**src/rtl/iter_exec_unit.sv**
```systemverilog
// Multi-cycle execute unit: single-cycle ALU/shift/rotate ops, iterative
// shift-add MUL and restoring DIV (one bit per cycle), with valid/ready
// handshakes on both the operand side and the result side.
module iter_exec_unit #(
   parameter int WIDTH = 8,
   parameter int SHW   = 3
) (
   input  logic               clk,
   input  logic               reset,
   input  logic               in_valid,
   output logic               in_ready,
   input  logic [4:0]         opcode,
   input  logic [WIDTH-1:0]   operand_a,
   input  logic [WIDTH-1:0]   operand_b,
   input  logic [SHW-1:0]     s_r_amount,
   output logic               out_valid,
   input  logic               out_ready,
   output logic [2*WIDTH-1:0] result,
   output logic               zero_flag,
   output logic               carry_flag,
   output logic               ac_flag,
   output logic               parity_flag,
   output logic               dz_flag,
   output logic               illegal_op
);

   localparam logic [4:0] OP_MOV = 5'b00000;
   localparam logic [4:0] OP_ADD = 5'b00001;
   localparam logic [4:0] OP_SUB = 5'b00010;
   localparam logic [4:0] OP_MUL = 5'b00011;
   localparam logic [4:0] OP_DIV = 5'b00100;
   localparam logic [4:0] OP_INC = 5'b00101;
   localparam logic [4:0] OP_DEC = 5'b00110;
   localparam logic [4:0] OP_AND = 5'b00111;
   localparam logic [4:0] OP_OR  = 5'b01000;
   localparam logic [4:0] OP_NOT = 5'b01001;
   localparam logic [4:0] OP_XOR = 5'b01010;
   localparam logic [4:0] OP_LDB = 5'b01011;
   localparam logic [4:0] OP_ASL = 5'b10000;
   localparam logic [4:0] OP_ASR = 5'b10001;
   localparam logic [4:0] OP_LSL = 5'b10010;
   localparam logic [4:0] OP_LSR = 5'b10011;
   localparam logic [4:0] OP_ROL = 5'b10100;
   localparam logic [4:0] OP_ROR = 5'b10101;
   localparam logic [4:0] OP_CMP = 5'b11001;

   localparam logic [SHW-1:0] LAST_CNT = SHW'(WIDTH - 1);

   typedef enum logic [1:0] {
      S_IDLE = 2'b00,
      S_BUSY = 2'b01,
      S_DONE = 2'b10
   } state_t;

   // Odd-parity indicator over the flag scope
   function automatic logic parity_f(input logic [2*WIDTH-1:0] v);
      parity_f = ^v;
   endfunction

   state_t               state_r, state_s;
   logic [4:0]           op_r;
   logic [WIDTH-1:0]     a_r, b_r;
   logic [SHW-1:0]       amt_r, cnt_r;
   logic [2*WIDTH-1:0]   acc_r, acc_nxt_s;
   logic [2*WIDTH-1:0]   result_r, fin_res_s, scope_s;
   logic                 out_valid_r, zero_r, carry_r, ac_r, parity_r, dz_r, ill_r;
   logic                 fin_carry_s, fin_ac_s, fin_dz_s, fin_ill_s;
   logic                 accept_s, iter_s, last_s, done_hs_s;
   logic [WIDTH:0]       mul_sum_s, div_shift_s, div_diff_s;
   logic [WIDTH:0]       a_x_s, b_x_s, add_s, sub_s, inc_s, dec_s, shl_s, shr_s;

   assign in_ready    = (state_r == S_IDLE);
   assign accept_s    = in_valid & in_ready;
   // DIV by zero skips iteration and finishes in one BUSY cycle
   assign iter_s      = (op_r == OP_MUL) | ((op_r == OP_DIV) & (b_r != {WIDTH{1'b0}}));
   assign last_s      = (cnt_r == LAST_CNT);
   assign done_hs_s   = out_valid_r & out_ready;

   assign out_valid   = out_valid_r;
   assign result      = result_r;
   assign zero_flag   = zero_r;
   assign carry_flag  = carry_r;
   assign ac_flag     = ac_r;
   assign parity_flag = parity_r;
   assign dz_flag     = dz_r;
   assign illegal_op  = ill_r;

   // State register
   always_ff @(posedge clk or posedge reset) begin
      if (reset) begin
         state_r <= S_IDLE;
      end else begin
         state_r <= state_s;
      end
   end

   // Next-state decode
   always_comb begin
      state_s = state_r;
      case (state_r)
         S_IDLE:  if (accept_s) state_s = S_BUSY; else state_s = S_IDLE;
         S_BUSY:  if (!iter_s || last_s) state_s = S_DONE; else state_s = S_BUSY;
         S_DONE:  if (done_hs_s) state_s = S_IDLE; else state_s = S_DONE;
         default: state_s = S_IDLE;
      endcase
   end

   // One MUL (shift-add) or DIV (restoring) step; acc holds {hi,lo} / {rem,quot}
   always_comb begin
      mul_sum_s   = {1'b0, acc_r[2*WIDTH-1:WIDTH]} +
                    (acc_r[0] ? {1'b0, a_r} : {(WIDTH+1){1'b0}});
      div_shift_s = {acc_r[2*WIDTH-1:WIDTH], acc_r[WIDTH-1]};
      div_diff_s  = div_shift_s - {1'b0, b_r};
      acc_nxt_s   = acc_r;
      if (op_r == OP_MUL) begin
         acc_nxt_s = {mul_sum_s, acc_r[WIDTH-1:1]};
      end else if (!div_diff_s[WIDTH]) begin
         acc_nxt_s = {div_diff_s[WIDTH-1:0], acc_r[WIDTH-2:0], 1'b1};
      end else begin
         acc_nxt_s = {div_shift_s[WIDTH-1:0], acc_r[WIDTH-2:0], 1'b0};
      end
   end

   // Final result and flags for the op finishing this BUSY cycle
   always_comb begin
      a_x_s       = {1'b0, a_r};
      b_x_s       = {1'b0, b_r};
      add_s       = a_x_s + b_x_s;
      sub_s       = a_x_s - b_x_s;
      inc_s       = a_x_s + {{WIDTH{1'b0}}, 1'b1};
      dec_s       = a_x_s - {{WIDTH{1'b0}}, 1'b1};
      // shl_s[WIDTH] is the last bit shifted out left, shr_s[0] the last out right
      shl_s       = a_x_s << amt_r;
      shr_s       = {a_r, 1'b0} >> amt_r;
      fin_res_s   = {(2*WIDTH){1'b0}};
      fin_carry_s = 1'b0;
      fin_ac_s    = 1'b0;
      fin_dz_s    = 1'b0;
      fin_ill_s   = 1'b0;
      case (op_r)
         OP_MOV: fin_res_s = {{WIDTH{1'b0}}, a_r};
         OP_ADD: begin
            fin_res_s   = {{WIDTH{1'b0}}, add_s[WIDTH-1:0]};
            fin_carry_s = add_s[WIDTH];
            fin_ac_s    = add_s[4] ^ a_x_s[4] ^ b_x_s[4];
         end
         OP_SUB: begin
            fin_res_s   = {{WIDTH{1'b0}}, sub_s[WIDTH-1:0]};
            fin_carry_s = sub_s[WIDTH];
            fin_ac_s    = sub_s[4] ^ a_x_s[4] ^ b_x_s[4];
         end
         OP_MUL: fin_res_s = acc_nxt_s;
         OP_DIV: begin
            if (b_r == {WIDTH{1'b0}}) begin
               fin_res_s = {a_r, {WIDTH{1'b1}}};
               fin_dz_s  = 1'b1;
            end else begin
               fin_res_s = acc_nxt_s;
            end
         end
         OP_INC: begin
            fin_res_s   = {{WIDTH{1'b0}}, inc_s[WIDTH-1:0]};
            fin_carry_s = inc_s[WIDTH];
            fin_ac_s    = inc_s[4] ^ a_x_s[4];
         end
         OP_DEC: begin
            fin_res_s   = {{WIDTH{1'b0}}, dec_s[WIDTH-1:0]};
            fin_carry_s = dec_s[WIDTH];
            fin_ac_s    = dec_s[4] ^ a_x_s[4];
         end
         OP_AND: fin_res_s = {{WIDTH{1'b0}}, a_r & b_r};
         OP_OR:  fin_res_s = {{WIDTH{1'b0}}, a_r | b_r};
         OP_NOT: fin_res_s = {{WIDTH{1'b0}}, ~a_r};
         OP_XOR: fin_res_s = {{WIDTH{1'b0}}, a_r ^ b_r};
         OP_LDB: fin_res_s = {{WIDTH{1'b0}}, b_r};
         OP_ASL, OP_LSL: begin
            fin_res_s   = {{WIDTH{1'b0}}, shl_s[WIDTH-1:0]};
            fin_carry_s = shl_s[WIDTH];
         end
         OP_ASR: begin
            fin_res_s   = {{WIDTH{1'b0}}, WIDTH'($signed(a_r) >>> amt_r)};
            fin_carry_s = shr_s[0];
         end
         OP_LSR: begin
            fin_res_s   = {{WIDTH{1'b0}}, shr_s[WIDTH:1]};
            fin_carry_s = shr_s[0];
         end
         OP_ROL: begin
            fin_res_s   = {{WIDTH{1'b0}}, WIDTH'(({a_r, a_r} << amt_r) >> WIDTH)};
            fin_carry_s = shl_s[WIDTH];
         end
         OP_ROR: begin
            fin_res_s   = {{WIDTH{1'b0}}, WIDTH'({a_r, a_r} >> amt_r)};
            fin_carry_s = shr_s[0];
         end
         OP_CMP: fin_res_s = {{(2*WIDTH-1){1'b0}}, ~sub_s[WIDTH]};
         default: fin_ill_s = 1'b1;
      endcase
      // MUL flags cover the full product, everything else the low half
      if (op_r == OP_MUL) begin
         scope_s = fin_res_s;
      end else begin
         scope_s = {{WIDTH{1'b0}}, fin_res_s[WIDTH-1:0]};
      end
   end

   // Operand latch, iteration state and registered result/flags
   always_ff @(posedge clk or posedge reset) begin
      if (reset) begin
         op_r        <= 5'b00000;
         a_r         <= {WIDTH{1'b0}};
         b_r         <= {WIDTH{1'b0}};
         amt_r       <= {SHW{1'b0}};
         cnt_r       <= {SHW{1'b0}};
         acc_r       <= {(2*WIDTH){1'b0}};
         result_r    <= {(2*WIDTH){1'b0}};
         out_valid_r <= 1'b0;
         zero_r      <= 1'b0;
         carry_r     <= 1'b0;
         ac_r        <= 1'b0;
         parity_r    <= 1'b0;
         dz_r        <= 1'b0;
         ill_r       <= 1'b0;
      end else begin
         if (accept_s) begin
            op_r  <= opcode;
            a_r   <= operand_a;
            b_r   <= operand_b;
            amt_r <= s_r_amount;
            cnt_r <= {SHW{1'b0}};
            acc_r <= (opcode == OP_MUL) ? {{WIDTH{1'b0}}, operand_b}
                                        : {{WIDTH{1'b0}}, operand_a};
         end else if ((state_r == S_BUSY) && iter_s) begin
            acc_r <= acc_nxt_s;
            cnt_r <= cnt_r + SHW'(1'b1);
         end
         if ((state_r == S_BUSY) && (state_s == S_DONE)) begin
            result_r <= fin_res_s;
            zero_r   <= ~fin_ill_s & (scope_s == {(2*WIDTH){1'b0}});
            carry_r  <= fin_carry_s;
            ac_r     <= fin_ac_s;
            parity_r <= parity_f(scope_s);
            dz_r     <= fin_dz_s;
            ill_r    <= fin_ill_s;
         end
         // out_valid follows DONE entry by one clock and drops on handshake
         out_valid_r <= (state_r == S_DONE) & ~done_hs_s;
      end
   end

endmodule

```
**config.mk**
```make
export PLATFORM = sky130hd
export DESIGN_NAME = iter_exec_unit
export DESIGN_NICKNAME = d
export VERILOG_FILES = /design/src/rtl/iter_exec_unit.sv
export SDC_FILE = /design/constraint.sdc
export NUM_CORES = 1
export LEC_CHECK = 0
export BUFFER_PORTS_ARGS = -buffer_cell sky130_fd_sc_hd__buf_2
export CORE_MARGIN = 4
export CORE_UTILIZATION = 32
export DETAILED_ROUTE_END_ITERATION = 10
export PLACE_DENSITY = 0.5
export SKIP_LAST_GASP = 1
export SYNTH_ARGS = -nofsm -noshare
export SYNTH_HDL_FRONTEND = slang
export SYNTH_SLANG_ARGS = --single-unit
```
**constraint.sdc**
```tcl
create_clock -name clk -period 4.85 [get_ports clk]
set_input_delay 0.485 -clock clk [delete_from_list [all_inputs] [get_ports clk]]
set_output_delay 0.485 -clock clk [all_outputs]
set_load 0.1 [all_outputs]
```
Word level (Yosys, flattened, before mapping)
Cells that the tools add are included.

word-level totals
  register bits after elaboration = 68
  bits in latches = 0
  RAM bits = 0
  bits in read-only memories = 0
  input bits = 28
  output and inout bits = 24
  word-level logic and storage cells = 103
  memories = 0

operators by class
  $add $sub $neg = 7
  multiply operators = 0
  div/mod/pow operators = 0
  $lt $le $gt $ge = 0
  equal/unequal tests = 23
  shift operators = 5
  muxes and demuxes = 20
  bitwise gates (word level) = 18
  reduce and logical (&&, ||, !) cells = 15

operators by type and width
  cell                                                                   count
  16-bit case mux with 18 select lines                                   1
  16-bit 2-to-1 mux                                                      6
  5-bit equality test, second input constant                             7
  5-bit by 3-bit equality test with 1-bit output, second input constant  4
  5-bit by 4-bit equality test with 1-bit output, second input constant  4
  19-bit OR reduction                                                    1
  8-bit by 8-bit adder with 9-bit output                                 2
  16-bit zero test                                                       1
  8-bit 2-to-1 mux                                                       2
  16-bit XOR reduction                                                   1
  16-bit by 3-bit left shift with 16-bit output                          1
  16-bit by 3-bit right shift with 8-bit output                          1
  5-bit by 2-bit equality test with 1-bit output, second input constant  3
  8-bit by 1-bit adder with 9-bit output, second input constant          1
  8-bit by 3-bit left shift with 9-bit output                            1
  9-bit by 3-bit right shift with 9-bit output                           1
  8-bit by 1-bit subtractor with 9-bit output, second input constant     1
  8-bit by 8-bit subtractor with 9-bit output                            1
  9-bit by 8-bit subtractor with 9-bit output                            1
  8-bit bitwise AND                                                      1
  8-bit zero test                                                        1
  8-bit inverter                                                         1
  8-bit OR                                                               1
  8-bit nonzero test                                                     1
  other kinds (25)                                                       43

Logic depth before layout (Yosys ltp)
Gate-level depths: netlist (run 1).

  word-level depth = 9
  mapped depth = 15
  gate-level depth less buffers = 14

Worst setup path before layout (run 1)
Ideal clock, no wire load.

  kind = reg-to-reg
  start = reg b_r[0]
  end = reg parity_r (netlist: parity_flag)
  library setup time = 0.129 ns
  arrival time = 3.336 ns
  required time = 4.721 ns
  path slack = 1.385 ns
  cell stages (with the launch flop) = 14
  buffers on the path = 0
  clock period less this slack = 3.465 ns
  cell sequence = dfrtp_1 ha_1 fa_1 nand2b_1 a211oi_1 mux2_2 nor2_1 o2111ai_1 a31oi_1 ha_1 xnor2_1 xnor2_1 xnor2_1 o21ai_0

between the ends
  word-level cells in the longest chain between the ends = 9
  elaborated cells between the ends (all ways) = 23
  those cells by class = add/sub (3); eq/ne (1); mux (7); bitwise (6); reduce/logical (6)

RTL lines
  element                                                                                              RTL line  text
  start, declared                                                                                      62        logic [WIDTH-1:0] a_r, b_r;
  start signal, assigned                                                                               212       b_r <= {WIDTH{1'b0}};
  start signal, assigned                                                                               228       b_r <= operand_b;
  parallel branches: the longest is 9 deep, another holds 9-bit by 8-bit subtractor with 9-bit output  -
  end signal, assigned                                                                                 242       parity_r <= parity_f(scope_s);
  end, declared                                                                                        66        logic out_valid_r, zero_r, carry_r, ac_r, parity_r, dz_r, ill_r;

Parallel ways; which one is timed is not known.
A chain may end at the register's enable or synchronous reset.

Final worst setup path (run 1)
  start = reg a_r[3]
  end = reg parity_r (netlist: parity_flag)

between the ends
  word-level cells in the longest chain between the ends = 7
  elaborated cells between the ends (all ways) = 21
  those cells by class = add/sub (5); shift (5); mux (5); bitwise (5); reduce/logical (1)

RTL lines
  element                                   RTL line  text
  start, declared                           62
  start signal, assigned                    211       a_r <= {WIDTH{1'b0}};
  start signal, assigned                    227       a_r <= operand_a;
  8-bit 2-to-1 mux                          111       (acc_r[0] ? {1'b0, a_r} : {(WIDTH+1){1'b0}});
  8-bit by 8-bit adder with 9-bit output    110       mul_sum_s = {1'b0, acc_r[2*WIDTH-1:WIDTH]} +
  16-bit 2-to-1 mux                         115       if (op_r == OP_MUL) begin
  16-bit 2-to-1 mux                         154       if (b_r == {WIDTH{1'b0}}) begin
  16-bit case mux with 18 select lines (*)  140       case (op_r)
  16-bit 2-to-1 mux (*)                     200       if (op_r == OP_MUL) begin
  16-bit XOR reduction (*)                  57        parity_f = ^v;

Mark *: on every way between the ends. The rest lies on a longest branch, timed or not.

==> flow_summary_export.csv, run 1 <==
group,metric,value,unit
timing,rsz0062_at_grt,"no",
floorplanning,die_w,161,um
timing,hold_violations,0,
global_routing,grt_max_degree,53,
timing,finalSetupViolations,0,
status,status,"completed",
floorplanning,start_util,32.8,%
route,wl_per_cell,23.2,um
cells_and_area,stdcell_count,1266,
logic_synthesis,synth_cells,925,
clock_tree,postCtsSetupBuffers,0,
floorplanning,die_area,0.0260,sq mm
placement,io_buffers,51,
placement,placed_cell_area,0.00805,sq mm
route,drt_iter0_drc,942,
clock_tree,clkTransAtPathRegs,0.06,ns
logic_synthesis,synthXorXnorAreaFrac,3.50,%
cells_and_area,final_area,0.00835,sq mm
worst_setup_path,crit_path_max_fanout,20,
timing,clock_skew,0.00776,ns
global_routing,antenna_found_initial,0,
logic_synthesis,synth_top_area_share,22.7,%
logic_synthesis,ys_ff_latch,68,
global_routing,grt_pass1_vias,7231,
logic_synthesis,syn_nets,1009,
logic_synthesis,syn_area_per_cell,8.11,sq um
timing,drv_slew,0,
logic_synthesis,synthAdderAreaFrac,9.74,%
timing,tightest_slew,0.983,ns
worst_setup_path,start_kind,"register",
timing,maxSlewHeadroom,34.4,%
floorplanning,die_y,161,um
worst_setup_path,slowest_delay,0.86,ns
timing,hold_slack,0.117,ns
cells_and_area,nets,1033,
worst_setup_path,cp.arrival,4.43,ns
logic_synthesis,synth_seq_area_share,22.7,%
logic_synthesis,synth_edf_count,0,
placement,dp.final_hpwl,22200,um
run,maxCapViolations,0,
route,drc,0,
route,antenna_left,0,
timing,min_period,4.21,ns
cells_and_area,diodes,0,
floorplanning,core,0.0228,sq mm
placement,place_congestion,1.04,
worst_setup_path,critPathKind,"register to register",
logic_synthesis,synth_top_cell_by_area,"dfrtp_1",
logic_synthesis,synthFlopType,"dfrtp_1",
route,drt-total-wl,29300,um
cells_and_area,area_growth,11.3,%
global_routing,grt_pass1_wl,45700,um
worst_setup_path,required,5.06,ns
clock_tree,cts_buffer_depth,2,
worst_setup_path,crit_chain,"inv_1 > ha_1 > nor3_1 > nor3_1 > a2bb2oi_1 > mux2i_1 > nor4_1 > and2_1 > ha_1 > xnor2_1 > xnor2_1 > xnor2_1 > o21ai_0",
worst_setup_path,end_kind,"register",
floorplanning,row_count,55,
worst_setup_path,worst_path_max_delay_cell,"dfrtp_1",
placement,place_inst,1251,
clock_tree,insertion_delay,0.34,ns
logic_synthesis,async_flop_share,100,%
clock_tree,cts_tree,"done",
timing,finalCritPeriodShare,86.9,%
clock_tree,cts_hold_repair.buffers,0,
timing,fmax,0.237,GHz
floorplanning,io_pins,52,
logic_synthesis,synth_top_family_by_area,"simple AND/OR/NAND/NOR gates",
worst_hold_path,hold_class,"input port to asynchronous set/reset pin",
clock_tree,cts_resized,0,
logic_synthesis,syn_area,0.00750,sq mm
logic_synthesis,synth_mux_area_share,8.27,%
clock_tree,clock-root-buffer,"clkbuf_16",
logic_synthesis,synth_compound_area_share,23.6,%
global_routing,overflow,0,
logic_synthesis,synth-simple-area-share,25.9,%
logic_synthesis,ys_types,84,
cells_and_area,drive_above_1_share,15.5,%
route,drt_pass1_iterations,7,
global_routing,gr-usage-all-layers,22.5,%
logic_synthesis,synth_area_leaders,"dfrtp_1, ha_1, nand2_1",
route,vias,7544,
clock_tree,clock-sinks,68,
worst_setup_path,crit_path_frequent_cell,"xnor2_1",
logic_synthesis,ys_warn_count,0,
timing,tns,0,ns
clock_tree,htreeDepth,3,
route,vias_per_cell,5.96,
clock_tree,numCtsBuffers,9,
[sequential cells by signal, indices dropped and copies added, names as in the netlist, 2 cells and up]
signal   cells
acc_r       16
result      16
a_r          8
b_r          8
op_r         5
amt_r        3
cnt_r        3
state_r      2
[metrics by stage]
stage | util, % | setup WS [ns]
after floorplan | - | 1.39
after global placement | 35.3 | 0.773
after detailed placement | 35.3 | 0.724
after CTS | 36.5 | 0.701
after global routing | 36.5 | 0.387
final | 36.5 | 0.637
[Yosys cell counts, drive strengths merged (6+ instances only)]
library cell / count
a211oi: 22
a21o: 12
a21oi: 48
a31oi: 12
and2: 18
and3: 11
buf: 40
clkbuf: 31
dfrtp: 68
ha: 52
inv: 33
mux2: 10
mux2i: 26
mux4: 11
nand2: 102
nand2b: 12
nand3: 39
nand3b: 6
nand4: 17
nor2: 58
nor2b: 18
nor3: 23
nor3b: 7
nor4: 10
o2111ai: 8
o211ai: 6
o21ai: 53
o221ai: 13
o31ai: 8
or3: 10
or4: 6
xnor2: 26
[cell type report]
cell class | instances | area [sq um]
timing repair buffer | 84 | 503
inverter | 33 | 124
tap | 313 | 392
sequential | 68 | 1700
multi-input combinational | 753 | 5330
fill | 2478 | 14500
clock inverter | 4 | 50.0
clock buffer | 11 | 243
[routing by layer]
| metal | track usage, % | part of all wire (%) | vias to the layer above |
|---|---|---|---|
| li1 | - | - | 3495 |
| met1 | 32.1 | 45 | 3655 |
| met2 | 34.7 | 45 | 336 |
| met3 | 3.29 | 6.9 | 58 |
| met4 | 8.07 | 3.4 | 0 |
| met5 | 0 | 0 | - |
[logic make-up after synthesis]
| logic type | Yosys count |
|---|---|
| fa+ha+maj | 56 |
| mux | 47 |
| flops | 68 |
| simple gates | 363 |
| compound gates | 257 |
| buf+inv | 104 |
| xor+xnor | 30 |
[critical path, delay by kind of cell (launching register included)]
family	cells	cell delay (ns)
multiplexers	1	0.09
adder cells (fa/ha/maj)	2	0.76
AO/OA/AOI/OAI	2	0.28
flip-flops	1	0.86
AND/OR/NAND/NOR	4	1.27
buffers and inverters	1	0.34
XOR/XNOR	3	0.48
[worst paths after layout]
path	depth (start not counted)	endpoint	slack [ns]	start
max	13	parity_flag$_DFFE_PP0P_	0.64	a_r[3]$_DFFE_PP0P_
min	2	acc_r[2]$_DFFE_PP0P_	0.12	reset
max reg2reg	13	parity_flag$_DFFE_PP0P_	0.64	a_r[3]$_DFFE_PP0P_
min in group clk	3	amt_r[1]$_DFFE_PP0P_	0.33	s_r_amount[1]
min reg2reg	2	dz_flag$_DFFE_PP0P_	0.47	dz_flag$_DFFE_PP0P_
max in group asynchronous	3	result[3]$_DFFE_PP0P_	3.66	reset
[cells in the final DEF (no fill, tap or decap), drive strengths merged, types with 22 or more instances in the layout]
cell type / count
mux2i: 26
inv: 33
ha: 52
o21ai: 53
nand2: 102
buf: 84
xnor2: 26
nand3: 39
dfrtp: 68
nor2: 58
a21oi: 48
a211oi: 22
nor3: 23
Power of run 1 is not shown: default switching activity piles up to over one toggle a cycle in this logic, so the estimate is an artifact.
==> inputs of run 2 (changes only) <==
--- a/config.mk
+++ b/config.mk
@@ -8,6 +8,7 @@
 export BUFFER_PORTS_ARGS = -buffer_cell sky130_fd_sc_hd__buf_2
 export CORE_MARGIN = 4
 export CORE_UTILIZATION = 32
+export CTS_BUF_LIST = sky130_fd_sc_hd__clkbuf_16
 export DETAILED_ROUTE_END_ITERATION = 10
 export PLACE_DENSITY = 0.5
 export SKIP_LAST_GASP = 1
==> run 2 against run 1 <==
Core utilization about the same. Clock skew shrank 0.00094 ns. Cell count is the same. Highest routed layer unchanged. Via count shrank 0.24%. Register-to-register slack improved by 0.02 ns. Worst setup slack better by 0.018 ns. Critical path type unchanged. Non-clock buffer count did not move. First-iteration DRC count up 1.3%. Sequential cell count stayed put. Critical path depth is 1 higher. Global-route usage is the same.
==> flow_summary_export.csv, run 2 (synthesis results as in run 1) <==
group,metric,value,unit
clock_tree,postCtsSetupBuffers,0,
clock_tree,clkTransAtPathRegs,0.06,ns
clock_tree,clock-sinks,68,
route,vias_per_cell,5.94,
cells_and_area,area_growth,11.1,%
worst_setup_path,critPathKind,"register to register",
clock_tree,cts_hold_repair.buffers,0,
timing,fmax,0.238,GHz
clock_tree,cts_resized,0,
cells_and_area,fillCellCount,2481,
route,drt-total-wl,29300,um
cells_and_area,final_common_cell,"nand2_1",
route,wl_per_cell,23.1,um
worst_setup_path,start_kind,"register",
route,drt_pass1_iterations,5,
floorplanning,io_pins,52,
cells_and_area,seq_area,0.00170,sq mm
global_routing,grt_pass1_wl,45700,um
timing,finalCritPeriodShare,86.5,%
timing,min_period,4.20,ns
timing,tns,0,ns
floorplanning,start_util,32.8,%
placement,dp.final_hpwl,22200,um
floorplanning,die_area,0.0260,sq mm
worst_hold_path,hold_class,"input port to asynchronous set/reset pin",
route,vias,7526,
timing,hold_violations,0,
timing,rsz0062_at_grt,"no",
global_routing,overflow,0,
timing,tightest_slew,0.972,ns
timing,maxSlewHeadroom,35.2,%
timing,finalSetupViolations,0,
cells_and_area,drive_above_1_share,15.4,%
cells_and_area,diodes,0,
worst_setup_path,crit_path_max_fanout,21,
timing,clock_skew,0.00683,ns
route,drt_iter0_drc,954,
worst_setup_path,end_kind,"register",
run,maxCapViolations,0,
global_routing,grt_max_degree,53,
floorplanning,die_w,161,um
status,status,"completed",
placement,place_congestion,1.04,
clock_tree,htreeDepth,3,
worst_setup_path,cp.arrival,4.41,ns
cells_and_area,final_cell_mix,"nand2_1, dfrtp_1, nor2_1",
placement,io_buffers,51,
worst_setup_path,required,5.06,ns
floorplanning,die_y,161,um
clock_tree,clock-root-buffer,"clkbuf_16",
timing,drv_slew,0,
clock_tree,cts_buffer_depth,2,
route,antenna_left,0,
global_routing,grt_pass1_vias,7231,
clock_tree,insertion_delay,0.34,ns
clock_tree,numCtsBuffers,9,
route,drc,0,
cells_and_area,nets,1033,
clock_tree,cts_tree,"done",
global_routing,gr-usage-all-layers,22.5,%
cells_and_area,multi_input_area,0.00533,sq mm
floorplanning,row_count,55,
floorplanning,core,0.0228,sq mm
global_routing,antenna_found_initial,0,
==> run 2: final timing paths <==
check	end	cells after the start	start	slack, ns
min	acc_r[2]$_DFFE_PP0P_	2	reset	0.11
max in group asynchronous	result[3]$_DFFE_PP0P_	3	reset	3.66
max reg2reg	parity_flag$_DFFE_PP0P_	14	a_r[0]$_DFFE_PP0P_	0.65
max	parity_flag$_DFFE_PP0P_	14	a_r[0]$_DFFE_PP0P_	0.65
min in group clk	out_valid$_DFF_PP0_	2	out_ready	0.33
min reg2reg	dz_flag$_DFFE_PP0P_	2	dz_flag$_DFFE_PP0P_	0.47
==> run 2: final cells by class <==
cell class	instances	share of cell area (%)
multi-input combinational	753	64.0
sequential	68	20.4
timing repair buffer	84	6.03
tap	313	4.70
clock buffer	9	2.70
inverter	33	1.49
clock inverter	6	0.690
==> run 2: critical path, cell delays in order, from the launching register on <==
cell       delay, ns
dfrtp_1         0.90
inv_1           0.32
ha_1            0.32
fa_1            0.45
nor3_1          0.23
nor3_1          0.14
a2bb2oi_1       0.16
mux2i_1         0.09
nor4_1          0.46
and2_1          0.20
ha_1            0.23
xnor2_1         0.20
xnor2_1         0.15
xnor2_1         0.13
o21ai_0         0.08
==> run 2: through the flow <==
stage	std cells	worst slack [ns]	hold slack (ns)	instance area, sq um	utilization [%]
floorplan	925	1.39	0.426	7500	-
finish	1266	0.654	0.115	8340	36.5
detailed placement	1251	0.724	0.453	8050	35.3
global route	1266	0.388	0.143	8340	36.5
global placement	1251	0.773	0.457	8050	35.3
CTS	1266	0.701	0.121	8340	36.5
==> run 2: metal layers <==
metal  track usage (%)  vias up  routed length, um
met5                 0        -                  0
met1              32.1     3612              13200
met3              3.29       61               2080
met2              34.7      356              13000
li1                  -     3497                  -
met4              8.07        0               1060
Power of run 2 is left out for the same reason.
==> inputs of run 3 (changes only) <==
==> constraint.sdc (replaced) <==
create_clock -name clk -period 4.93 [get_ports clk]
set_input_delay 0.493 -clock clk [delete_from_list [all_inputs] [get_ports clk]]
set_output_delay 0.493 -clock clk [all_outputs]
set_load 0.1 [all_outputs]
==> run 3 against run 2 <==
Global-route usage increased by 0.15 points. Die area unchanged. Maximum frequency increased by 5.3%. Critical path depth decreased by 1. Wire length increased by 1.7%. Cell area increased by 1.4%. Non-clock buffer count increased by 2. First-iteration DRC count decreased by 12%. Clock skew increased by 0.0021 ns. Clock-buffer cell count unchanged.
==> flow_summary_export.csv, run 3 (synthesis results as in run 1) <==
group,metric,value,unit
status,status,"completed",
clock_tree,clock-root-buffer,"clkbuf_16",
route,drc,0,
floorplanning,row_count,55,
timing,maxSlewHeadroom,34.4,%
timing,min_period,3.99,ns
timing,finalSetupViolations,0,
route,drt-total-wl,29800,um
worst_setup_path,cp.arrival,4.21,ns
cells_and_area,fillCellCount,2427,
floorplanning,core,0.0228,sq mm
cells_and_area,nets,1035,
cells_and_area,final_common_cell,"nand2_1",
worst_setup_path,required,5.16,ns
cells_and_area,diodes,0,
run,maxCapViolations,0,
global_routing,grt_max_degree,47,
placement,dp.final_hpwl,22300,um
route,antenna_left,0,
worst_setup_path,crit_path_max_fanout,26,
worst_hold_path,hold_class,"input port to asynchronous set/reset pin",
timing,clock_skew,0.00890,ns
floorplanning,die_y,161,um
global_routing,grt_pass1_vias,7309,
timing,fmax,0.251,GHz
global_routing,antenna_found_initial,1,
timing,tightest_slew,0.984,ns
timing,rsz0062_at_grt,"no",
timing,finalCritPeriodShare,80.9,%
route,wl_per_cell,23.5,um
floorplanning,start_util,32.8,%
clock_tree,cts_hold_repair.buffers,0,
floorplanning,die_area,0.0260,sq mm
route,drt_pass1_iterations,5,
cells_and_area,drive_above_1_share,15.8,%
clock_tree,postCtsSetupBuffers,0,
worst_setup_path,critPathKind,"register to register",
placement,place_congestion,1.01,
placement,io_buffers,51,
clock_tree,insertion_delay,0.35,ns
worst_setup_path,start_kind,"register",
route,vias_per_cell,6.00,
clock_tree,htreeDepth,3,
floorplanning,die_w,161,um
cells_and_area,final_cell_mix,"nand2_1, dfrtp_1, nor2_1",
cells_and_area,multi_input_area,0.00533,sq mm
clock_tree,cts_tree,"done",
clock_tree,numCtsBuffers,9,
worst_setup_path,end_kind,"register",
worst_setup_path,timing.reg2reg.setup_slack,0.94,ns
timing,hold_violations,0,
global_routing,grt_pass1_wl,45900,um
cells_and_area,area_growth,12.7,%
global_routing,gr-usage-all-layers,22.7,%
floorplanning,io_pins,52,
route,vias,7616,
clock_tree,clock-sinks,68,
clock_tree,cts_resized,0,
cells_and_area,seq_area,0.00170,sq mm
clock_tree,clkTransAtPathRegs,0.06,ns
timing,tns,0,ns
global_routing,overflow,0,
route,drt_iter0_drc,838,
timing,drv_slew,0,
clock_tree,cts_buffer_depth,2,
==> run 3: layout make-up <==
cell class,count,area share (%)
clock buffer,9,2.66
multi-input combinational,753,63.1
clock inverter,7,1.92
tap,313,4.63
timing repair buffer,86,6.13
inverter,33,1.46
sequential,68,20.1
==> run 3: worst max-delay path, cell delays in order (launching register included) <==
cell	delay (ns)
dfrtp_1	0.94
inv_1	0.20
ha_1	0.54
nor3_1	0.11
nor3_1	0.43
a2bb2oi_1	0.20
mux2i_1	0.09
nor4_1	0.37
and2_1	0.19
ha_1	0.24
xnor2_1	0.18
xnor2_1	0.15
xnor2_1	0.13
o21ai_0	0.08
==> run 3: final timing paths <==
| check | start | endpoint | cells after the start |
|---|---|---|---|
| setup / recovery | a_r[2]$_DFFE_PP0P_ | parity_flag$_DFFE_PP0P_ | 13 |
| hold / removal | reset | op_r[3]$_DFFE_PP0P_ | 2 |
| setup reg to reg | a_r[2]$_DFFE_PP0P_ | parity_flag$_DFFE_PP0P_ | 13 |
| hold reg to reg | state_r[0]$_DFF_PP0_ | out_valid$_DFF_PP0_ | 1 |
| max in group asynchronous | reset | result[0]$_DFFE_PP0P_ | 3 |
| min in group clk | out_ready | out_valid$_DFF_PP0_ | 2 |
==> run 3: routing by layer <==
metal	track usage, %	vias to the layer above	routed length [um]
li1	-	3502	-
met1	32.4	3682	13100
met2	34.6	366	13300
met3	3.11	64	2320
met4	8.92	2	1100
met5	0	-	15
==> run 3: stage by stage <==
stage	util (%)	instances	hold slack (ns)	area, sq um	worst slack, ns
detailed placement	35.3	1253	0.450	8070	0.955
floorplan	-	925	0.426	7500	1.47
finish	37.0	1269	0.273	8460	0.944
global placement	35.3	1253	0.457	8070	0.976
global route	37.0	1269	0.349	8460	0.552
CTS	37.0	1269	0.313	8460	0.954
Power of run 3 is left out for the same reason.
